[src/rtl/result_scan_display_pkg.sv]
// Shared definitions for the result scan display.
//   state_e    capture FSM encoding
//   SEG_DASH   glyph shown while no result has been captured
//   SEG_BLANK  all segments off (blanked leading zero)
//   RESULT_W   width of the accelerator result
package result_scan_display_pkg;

   typedef enum logic [1:0] {
      StWaitDone = 2'd0,
      StAck      = 2'd1,
      StWaitClr  = 2'd2
   } state_e;

   localparam logic [6:0] SEG_DASH  = 7'b0111111;
   localparam logic [6:0] SEG_BLANK = 7'h7F;
   localparam int unsigned RESULT_W = 18;

endpackage

[src/rtl/result_scan_display_hex_seg_decode.sv]
// Combinational hex to 7-segment decoder, active-low, segment order {g,f,e,d,c,b,a}.
//   hex  in   4  nibble to display
//   seg  out  7  active-low segment pattern
module hex_seg_decode
   import result_scan_display_pkg::*;
(
   input  logic [3:0] hex,
   output logic [6:0] seg
);

   always_comb begin
      seg = 7'b1000000;
      case (hex)
         4'h0: seg = 7'b1000000;
         4'h1: seg = 7'b1111001;
         4'h2: seg = 7'b0100100;
         4'h3: seg = 7'b0110000;
         4'h4: seg = 7'b0011001;
         4'h5: seg = 7'b0010010;
         4'h6: seg = 7'b0000010;
         4'h7: seg = 7'b1111000;
         4'h8: seg = 7'b0000000;
         4'h9: seg = 7'b0010000;
         4'hA: seg = 7'b0001000;
         4'hB: seg = 7'b0000011;
         4'hC: seg = 7'b1000110;
         4'hD: seg = 7'b0100001;
         4'hE: seg = 7'b0000110;
         4'hF: seg = 7'b0001110;
         default: seg = SEG_BLANK;
      endcase
   end

endmodule

[src/rtl/result_scan_display.sv]
// Captures the exponent accelerator result on done, acknowledges it with a one-cycle
// read pulse, and shows result[17:4] on a 4-digit multiplexed common-anode display.
//   clk    in   1   system clock
//   rst    in   1   synchronous active-high reset
//   done   in   1   result-available level
//   ready  in   1   accelerator idle flag (does not change the display)
//   q_in   in   18  result; bits [3:0] are fraction and not displayed
//   read   out  1   one-cycle acknowledge
//   valid  out  1   a result has been captured since reset
//   seg    out  7   active-low segments {g..a}
//   an     out  4   active-low one-hot digit enable, an[0] rightmost
module result_scan_display
   import result_scan_display_pkg::*;
#(
   parameter int unsigned REFRESH_W = 16,
   parameter bit          BLANK_LZ  = 1'b0
) (
   input  logic                clk,
   input  logic                rst,
   input  logic                done,
   input  logic                ready,
   input  logic [RESULT_W-1:0] q_in,
   output logic                read,
   output logic                valid,
   output logic [6:0]          seg,
   output logic [3:0]          an
);

   state_e                state_q, state_d;
   logic                  capture;
   logic [RESULT_W-1:0]   result_q;
   logic                  valid_q, read_q;
   logic [REFRESH_W-1:0]  presc_q;
   logic [1:0]            idx_q, idx_nxt;
   logic [3:0]            an_q, an_nxt;
   logic [6:0]            seg_q, seg_nxt, glyph;
   logic [3:0]            d0, d1, d2, d3, nib;
   logic                  lz, wrap;

   // ready and the fraction bits have no visible effect on the display.
   logic unused_ok;
   assign unused_ok = ^{ready, result_q[3:0]};

   // Capture FSM: WAIT_CLR holds off until done drops so a held result is taken once.
   always_comb begin
      state_d = state_q;
      capture = 1'b0;
      unique case (state_q)
         StWaitDone: begin
            if (done) begin
               capture = 1'b1;
               state_d = StAck;
            end
         end
         StAck:     state_d = StWaitClr;
         StWaitClr: if (!done) state_d = StWaitDone;
         default:   state_d = StWaitDone;
      endcase
   end

   assign d0 = result_q[7:4];
   assign d1 = result_q[11:8];
   assign d2 = result_q[15:12];
   assign d3 = {2'b00, result_q[17:16]};

   assign wrap    = &presc_q;
   assign idx_nxt = idx_q + 2'd1;
   assign an_nxt  = ~(4'b0001 << idx_nxt);

   // Digit mux and leading-zero detect for the digit about to be shown.
   always_comb begin
      nib = d0;
      lz  = 1'b0;
      unique case (idx_nxt)
         2'd0: nib = d0;
         2'd1: begin
            nib = d1;
            lz  = (d3 == 4'd0) && (d2 == 4'd0) && (d1 == 4'd0);
         end
         2'd2: begin
            nib = d2;
            lz  = (d3 == 4'd0) && (d2 == 4'd0);
         end
         2'd3: begin
            nib = d3;
            lz  = (d3 == 4'd0);
         end
         default: nib = d0;
      endcase
   end

   hex_seg_decode u_dec (
      .hex (nib),
      .seg (glyph)
   );

   always_comb begin
      seg_nxt = glyph;
      if (!valid_q) begin
         seg_nxt = SEG_DASH;
      end else if (BLANK_LZ && lz) begin
         seg_nxt = SEG_BLANK;
      end
   end

   // an and seg load on the same edge so a slot never shows a stale glyph.
   always_ff @(posedge clk) begin
      if (rst) begin
         state_q  <= StWaitDone;
         read_q   <= 1'b0;
         valid_q  <= 1'b0;
         result_q <= '0;
         presc_q  <= '0;
         idx_q    <= 2'd0;
         an_q     <= 4'b1110;
         seg_q    <= SEG_DASH;
      end else begin
         state_q <= state_d;
         read_q  <= (state_d == StAck);
         if (capture) begin
            result_q <= q_in;
            valid_q  <= 1'b1;
         end
         presc_q <= presc_q + 1'b1;
         if (wrap) begin
            idx_q <= idx_nxt;
            an_q  <= an_nxt;
            seg_q <= seg_nxt;
         end
      end
   end

   assign read  = read_q;
   assign valid = valid_q;
   assign seg   = seg_q;
   assign an    = an_q;

endmodule

[config.mk]
export PLATFORM = sky130hd
export DESIGN_NAME = result_scan_display
export DESIGN_NICKNAME = d
export VERILOG_FILES = /design/src/rtl/result_scan_display_pkg.sv /design/src/rtl/result_scan_display_hex_seg_decode.sv /design/src/rtl/result_scan_display.sv
export SDC_FILE = /design/constraint.sdc
export NUM_CORES = 1
export LEC_CHECK = 0
export CAP_MARGIN = 15
export CORE_AREA = 3 3 68 70
export CTS_BUF_LIST = sky130_fd_sc_hd__clkbuf_2
export DETAILED_ROUTE_END_ITERATION = 6
export DIE_AREA = 0 0 71 73
export PLACE_DENSITY = 0.79
export REMOVE_ABC_BUFFERS = 1
export SYNTH_ARGS = -nofsm -noshare
export SYNTH_HDL_FRONTEND = slang
export SYNTH_SLANG_ARGS = --single-unit
[constraint.sdc]
create_clock -name clk -period 5.4 [get_ports clk]
set_clock_uncertainty 0.15 [all_clocks]
set_input_delay 0.54 -clock clk [delete_from_list [all_inputs] [get_ports clk]]
set_output_delay 0.54 -clock clk [all_outputs]
set_load 0.02 [all_outputs]
==> results of run 1 <==
-- worst max-delay path: stages, from the launching register on --
cell,delay [ps]
dfxtp_1,410
inv_1,100
ha_1,350
a222oi_1,180
a21oi_1,470
inv_1,210
ha_1,320
o21a_1,190
mux2_2,260
o22a_1,150
-- layout make-up --
class | count | area (um^2) | area share (%)
Clock buffer | 5 | 25.0 | 0.983
Clock inverter | 3 | 15.0 | 0.590
Inverter | 6 | 22.5 | 0.885
Multi-Input combinational cell | 187 | 1170 | 46.1
Sequential cell | 47 | 941 | 37.0
Tap cell | 50 | 62.6 | 2.46
Timing Repair Buffer | 31 | 305 | 12.0
-- metal layers --
metal / vias up / GRT usage [%]
li1: 921 / -
met1: 842 / 21.5
met2: 36 / 30.4
met3: 9 / 3.86
met4: 0 / 6.89
met5: - / 0
-- per-stage QoR --
step	hold WS (ps)	area, um^2	instances
3_3_place_gp	292	2500	321
3_5_place_dp	299	2500	321
4_1_cts	325	2540	329
6_report	323	2540	329
5_1_grt	355	2540	329
2_1_floorplan	276	2140	240
-- sequential cells by signal, summed over array words and instances, names as in the netlist --
register	flops
an	4
idx_q	2
presc_q	16
read	1
result_q	14
seg	7
state_q	2
valid	1
-- path summary, 6_finish.rpt --
check	from	to	slack (ps)	cells after the start
setup / recovery	idx_q[0]$_SDFFE_PP0P_	seg[1]$_SDFFE_PP1P_	2520	9
hold / removal	result_q[16]$_SDFFE_PP0P_	result_q[16]$_SDFFE_PP0P_	320	2
hold reg to reg	result_q[16]$_SDFFE_PP0P_	result_q[16]$_SDFFE_PP0P_	320	2
setup reg to reg	idx_q[0]$_SDFFE_PP0P_	seg[1]$_SDFFE_PP1P_	2520	9
-- power by group --
group          leakage [uW]  switching, uW  internal, uW  total (uW)
Clock             0.0000241            110          28.8         138
Sequential         0.000383           8.55           358         367
Combinational      0.000573           35.2          32.8        68.0
Total              0.000980            153           420         573
-- cells by family (layout without fill, tap and decap cells) --
kind of cell	count (synthesis)	after routing	synth area share, %
adders and majority gates	13	13	7.42
xor gates and xnor gates	13	13	5.19
AOI/OAI and AO/OA	55	55	16.4
and+or+nand+nor	102	102	22.5
DFF	47	47	42.9
buffers and inverters	18	45	3.59
muxes	4	4	2.05
-- synth_stat cells (2+ instances only) --
cell type	n
a222oi_1	2
o21a_1	4
nand2b_1	2
xor2_1	8
a21oi_1	25
clkbuf_1	8
nor3_1	4
nor2_1	22
xnor2_1	5
a211o_1	3
inv_1	6
or3_1	3
a22oi_1	2
a21boi_0	2
o21ai_0	4
buf_2	2
mux2_2	4
and4_1	3
nand4_1	5
ha_1	13
nand3_1	6
o22a_1	2
nor2b_1	5
o32a_1	3
and3_1	3
nand2_1	43
dfxtp_1	47
-- cell usage in the layout (no fill, tap or decap), types with 2 or more instances in the layout --
cell type / count
nor2b_1: 5
ha_1: 13
o22a_1: 2
buf_4: 2
a222oi_1: 2
clkdlybuf4s50_1: 29
dfxtp_1: 47
nand2b_1: 2
inv_1: 6
a21boi_0: 2
a211o_1: 3
clkinv_1: 2
nand4_1: 5
a22oi_1: 2
o21a_1: 4
mux2_2: 4
and3_1: 3
o32a_1: 3
and4_1: 3
o21ai_0: 4
a21oi_1: 25
nand3_1: 6
nand2_1: 43
or3_1: 3
xnor2_1: 5
clkbuf_2: 5
nor2_1: 22
nor3_1: 4
xor2_1: 8
==> flow_metrics.py, run 1 <==
metrics = {
    "status": {
        "outcome": "finished, final reports clean",
    },
    "power": {
        "power.density_nw_per_um2": 225,
        "total_power_uw": 573,
        "power_leakage_uw": 0.000980,
        "irDropWorstVdd_mv": 0.162,
    },
    "clock_tree": {
        "postCtsSetupRepairBufs": 0,
        "root_buffer": "clkbuf_2",
        "clk_latency_ps": 420,
        "path_clk_slew_ps": 230,
        "cts.sinks": 47,
        "htreeDepth": 2,
        "post_cts_resized": 0,
        "cts_made_buffers": 5,
        "cts_tree": "built",
        "cts_hold_buf": 0,
        "cts_max_path_buffers": 2,
    },
    "sta": {
        "max_slew_margin_pct": 65.3,
        "layout_setup_ws_ps": 2520,
        "setup_viol": 0,
        "max_freq_mhz": 347,
        "fin_crit_sh_pct": 53.3,
        "hold_violations": 0,
        "fin_tns_setup_ps": 0,
        "drv_slew": 0,
        "layout_min_cycle_time_ps": 2880,
        "tightest_slew_ps": 520,
        "rsz0062_at_grt": "no",
    },
    "logic_synthesis": {
        "avgSynthCellArea_um2": 8.70,
        "synth_top_flop_cell": "dfxtp_1",
        "synth_edf_count": 0,
        "yosysTopAreaCell": "dfxtp_1",
        "async_reset_ff_share_pct": 0,
        "synth_area_leaders": "dfxtp_1 (43%), ha_1 (7.4%), nand2_1 (7.4%)",
        "seq_area_frac_synth_pct": 42.9,
        "yosysWarningCount": 0,
        "synthCells": 252,
        "syn_area_um2": 2190,
        "synth_cell_types": 43,
        "synth_seq_cells": 47,
        "synth.top_cell.area_share_pct": 42.9,
    },
    "drt": {
        "wl_met3_um": 198,
        "top_layer": "met4",
        "vias_per_cell": 5.50,
        "wl_per_cell_um": 13.0,
        "ant_nets": 0,
        "drt-pass1-iter-count": 5,
        "drt-initial-drc-count": 201,
        "drt-total-wl_um": 4280,
        "vias": 1808,
        "drt-met1-wl_um": 1950,
        "wl_met2_um": 2050,
        "drcViolationCount": 0,
    },
    "global_route": {
        "globalRouteOverflowTotal": 0,
        "antenna_found_initial": 0,
        "grt_pass1_wl_um": 7360,
        "grt_pass1_vias": 1661,
        "grtUsageTotal_pct": 17.6,
        "grt_max_degree": 44,
    },
    "setup_path": {
        "crit_fanout": 8,
        "arrival_ps": 3060,
        "crit_type": "register to register",
        "cp-end-kind": "register",
        "worstPathRequired_ps": 5580,
        "crit_path_start_kind": "register",
    },
    "die": {
        "dieArea_um2": 5180,
        "core_um2": 4030,
        "die_w_um": 71,
        "placementRows": 23,
        "top_level_ports": 35,
        "start_util_pct": 54.4,
        "die_h_um": 73,
    },
    "final_layout": {
        "fill_cells": 389,
        "final_util_pct": 63.2,
        "final_nets": 313,
        "syn2layout_area_growth_pct": 16.0,
        "antenna_cells": 0,
        "drive_gt1_share_pct": 5.73,
    },
    "placed_design": {
        "port_buffers": 29,
        "dp_hpwl_um": 3000,
        "gp_congestion": 0.938,
        "post-place-ws_ps": 2590,
    },
    "job": {
        "cap_viol_max_count": 0,
    },
    "worst_hold_path": {
        "hold_path.class": "register to register",
    },
}
Note: power is estimated with default switching activity, not from simulation.
==> run 2: changes to the inputs <==
Settings changed: CORE_AREA 3 3 68 70 to 3 3 71 73, DIE_AREA 0 0 71 73 to 0 0 74 76, PLACE_DENSITY 0.79 to 0.76.
Clock period 5.4 ns to 2.63 ns, I/O delays scaled along.
==> flow_metrics.py, run 2 (synthesized netlist as in run 1, its figures left out) <==
metrics = {
    "sta": {
        "drv_slew": 0,
        "setup_viol": 0,
        "tightest_slew_ps": 483,
        "max_freq_mhz": 403,
        "hold_violations": 0,
        "layout_min_cycle_time_ps": 2480,
        "max_slew_margin_pct": 67.6,
        "fin_tns_setup_ps": 0,
        "fin_crit_sh_pct": 94.3,
        "rsz0062_at_grt": "no",
    },
    "placed_design": {
        "port_buffers": 29,
        "dp_cells": 326,
        "gp_congestion": 0.808,
        "dp_hpwl_um": 3050,
    },
    "clock_tree": {
        "postCtsSetupRepairBufs": 0,
        "cts_hold_buf": 0,
        "clk_latency_ps": 400,
        "cts_max_path_buffers": 2,
        "cts_tree": "built",
        "cts.sinks": 47,
        "htreeDepth": 2,
        "root_buffer": "clkbuf_2",
        "cts_made_buffers": 5,
        "path_clk_slew_ps": 220,
    },
    "worst_hold_path": {
        "hold_path.class": "input pin to register",
    },
    "final_layout": {
        "drive_gt1_share_pct": 7.83,
        "final_util_pct": 58.9,
        "final_cells": 333,
        "fill_cells": 404,
        "antenna_cells": 0,
        "syn2layout_area_growth_pct": 18.5,
        "regMostFlops": "presc_q",
        "final_cell_mix": "dfxtp_1 (45), nand2_1 (43), clkdlybuf4s50_1 (29)",
        "final_common_cell": "dfxtp_1",
        "largest_reg_flops": 16,
        "final_nets": 316,
    },
    "drt": {
        "wl_met3_um": 171,
        "drcViolationCount": 0,
        "wl_per_cell_um": 12.7,
        "drt-met1-wl_um": 1890,
        "ant_nets": 0,
        "drt-pass1-iter-count": 7,
        "top_layer": "met4",
        "vias_per_cell": 5.38,
        "vias": 1792,
        "drt-initial-drc-count": 105,
        "drt-total-wl_um": 4220,
        "wl_met2_um": 2120,
    },
    "die": {
        "start_util_pct": 49.7,
        "dieArea_um2": 5620,
        "die_w_um": 74,
        "placementRows": 24,
        "top_level_ports": 35,
        "core_um2": 4410,
        "die_h_um": 76,
    },
    "global_route": {
        "grtUsageTotal_pct": 16.0,
        "antenna_found_initial": 0,
        "globalRouteOverflowTotal": 0,
        "grt_pass1_vias": 1753,
        "grt_max_degree": 25,
        "grt_pass1_wl_um": 7320,
    },
    "status": {
        "outcome": "finished, final reports clean",
    },
    "setup_path": {
        "cpMaxStageDelayCell": "dfxtp_4",
        "worstPathRequired_ps": 2810,
        "critPathBufInv": 2,
        "cp-end-kind": "register",
        "critPathTopFamily": "compound AO/OA/AOI/OAI gates",
        "crit_type": "register to register",
        "path_cells": "inv_1 > ha_1 > a222oi_1 > a21oi_1 > inv_1 > ha_1 > o21a_1 > mux2_2 > o22a_1",
        "crit_fanout": 5,
        "slowest_delay_ps": 420,
        "arrival_ps": 2660,
        "crit_path_start_kind": "register",
    },
    "power": {
        "power.density_nw_per_um2": 486,
        "power_leakage_uw": 0.00101,
        "irDropWorstVdd_mv": 0.276,
    },
    "job": {
        "cap_viol_max_count": 0,
    },
}
[run 2: changes by cell type in the layout (fill, tap and decap cells not counted), sizes merged]
cell / previous run / this run
buf: 2 / 5
clkinv: 2 / 0
bufinv: 0 / 1
[run 2: per-stage QoR]
stage	cell area [um^2]	hold WS [ps]	setup slack, ps	power [uW]
floorplan	2140	180	180	843
detailed placement	2530	298	73.6	909
CTS	2590	226	33.7	1280
global placement	2530	293	159	905
finish	2600	225	151	1260
global route	2600	220	11.5	1330
[run 2: timing repair]
action	CTS	global route
endpoints found under the hold margin	0	0
setup endpoints to repair	0	7
gates resized for setup	0	4
[run 2: path summary, 6_finish.rpt]
| path | from | endpoint | slack (ps) | cells past startpoint |
|---|---|---|---|---|
| hold / removal | q_in[12] | result_q[12]$_SDFFE_PP0P_ | 230 | 3 |
| setup / recovery | idx_q[0]$_SDFFE_PP0P_ | seg[1]$_SDFFE_PP1P_ | 150 | 9 |
| setup reg to reg | idx_q[0]$_SDFFE_PP0P_ | seg[1]$_SDFFE_PP1P_ | 150 | 9 |
| hold reg to reg | result_q[16]$_SDFFE_PP0P_ | result_q[16]$_SDFFE_PP0P_ | 320 | 2 |
[run 2: tightest hold or removal path, cell delays in order]
cell             delay, ps
clkdlybuf4s50_1        400
nand2_1                 50
a21oi_1                 50
[run 2: layout make-up]
class                           count  area, um^2  share of cell area (%)
Clock buffer                        5        25.0                   0.962
Clock inverter                      2        37.5                    1.44
Inverter                            6        22.5                   0.866
Multi-Input combinational cell    187        1170                    45.1
Sequential cell                    47         948                    36.5
Tap cell                           52        65.1                    2.50
Timing Repair Buffer               34         328                    12.6
[run 2: report_power, final]
group | internal, uW | switching, uW | total [uW]
logic | 69.4 | 71.8 | 141
registers | 734 | 18.0 | 752
clock network | 155 | 216 | 371
[run 2: metal layers]
metal	vias to the layer above	GRT usage [%]
met3	7	3.56
met5	-	0
met4	0	4.71
met2	32	28.1
met1	823	18.9
li1	930	-
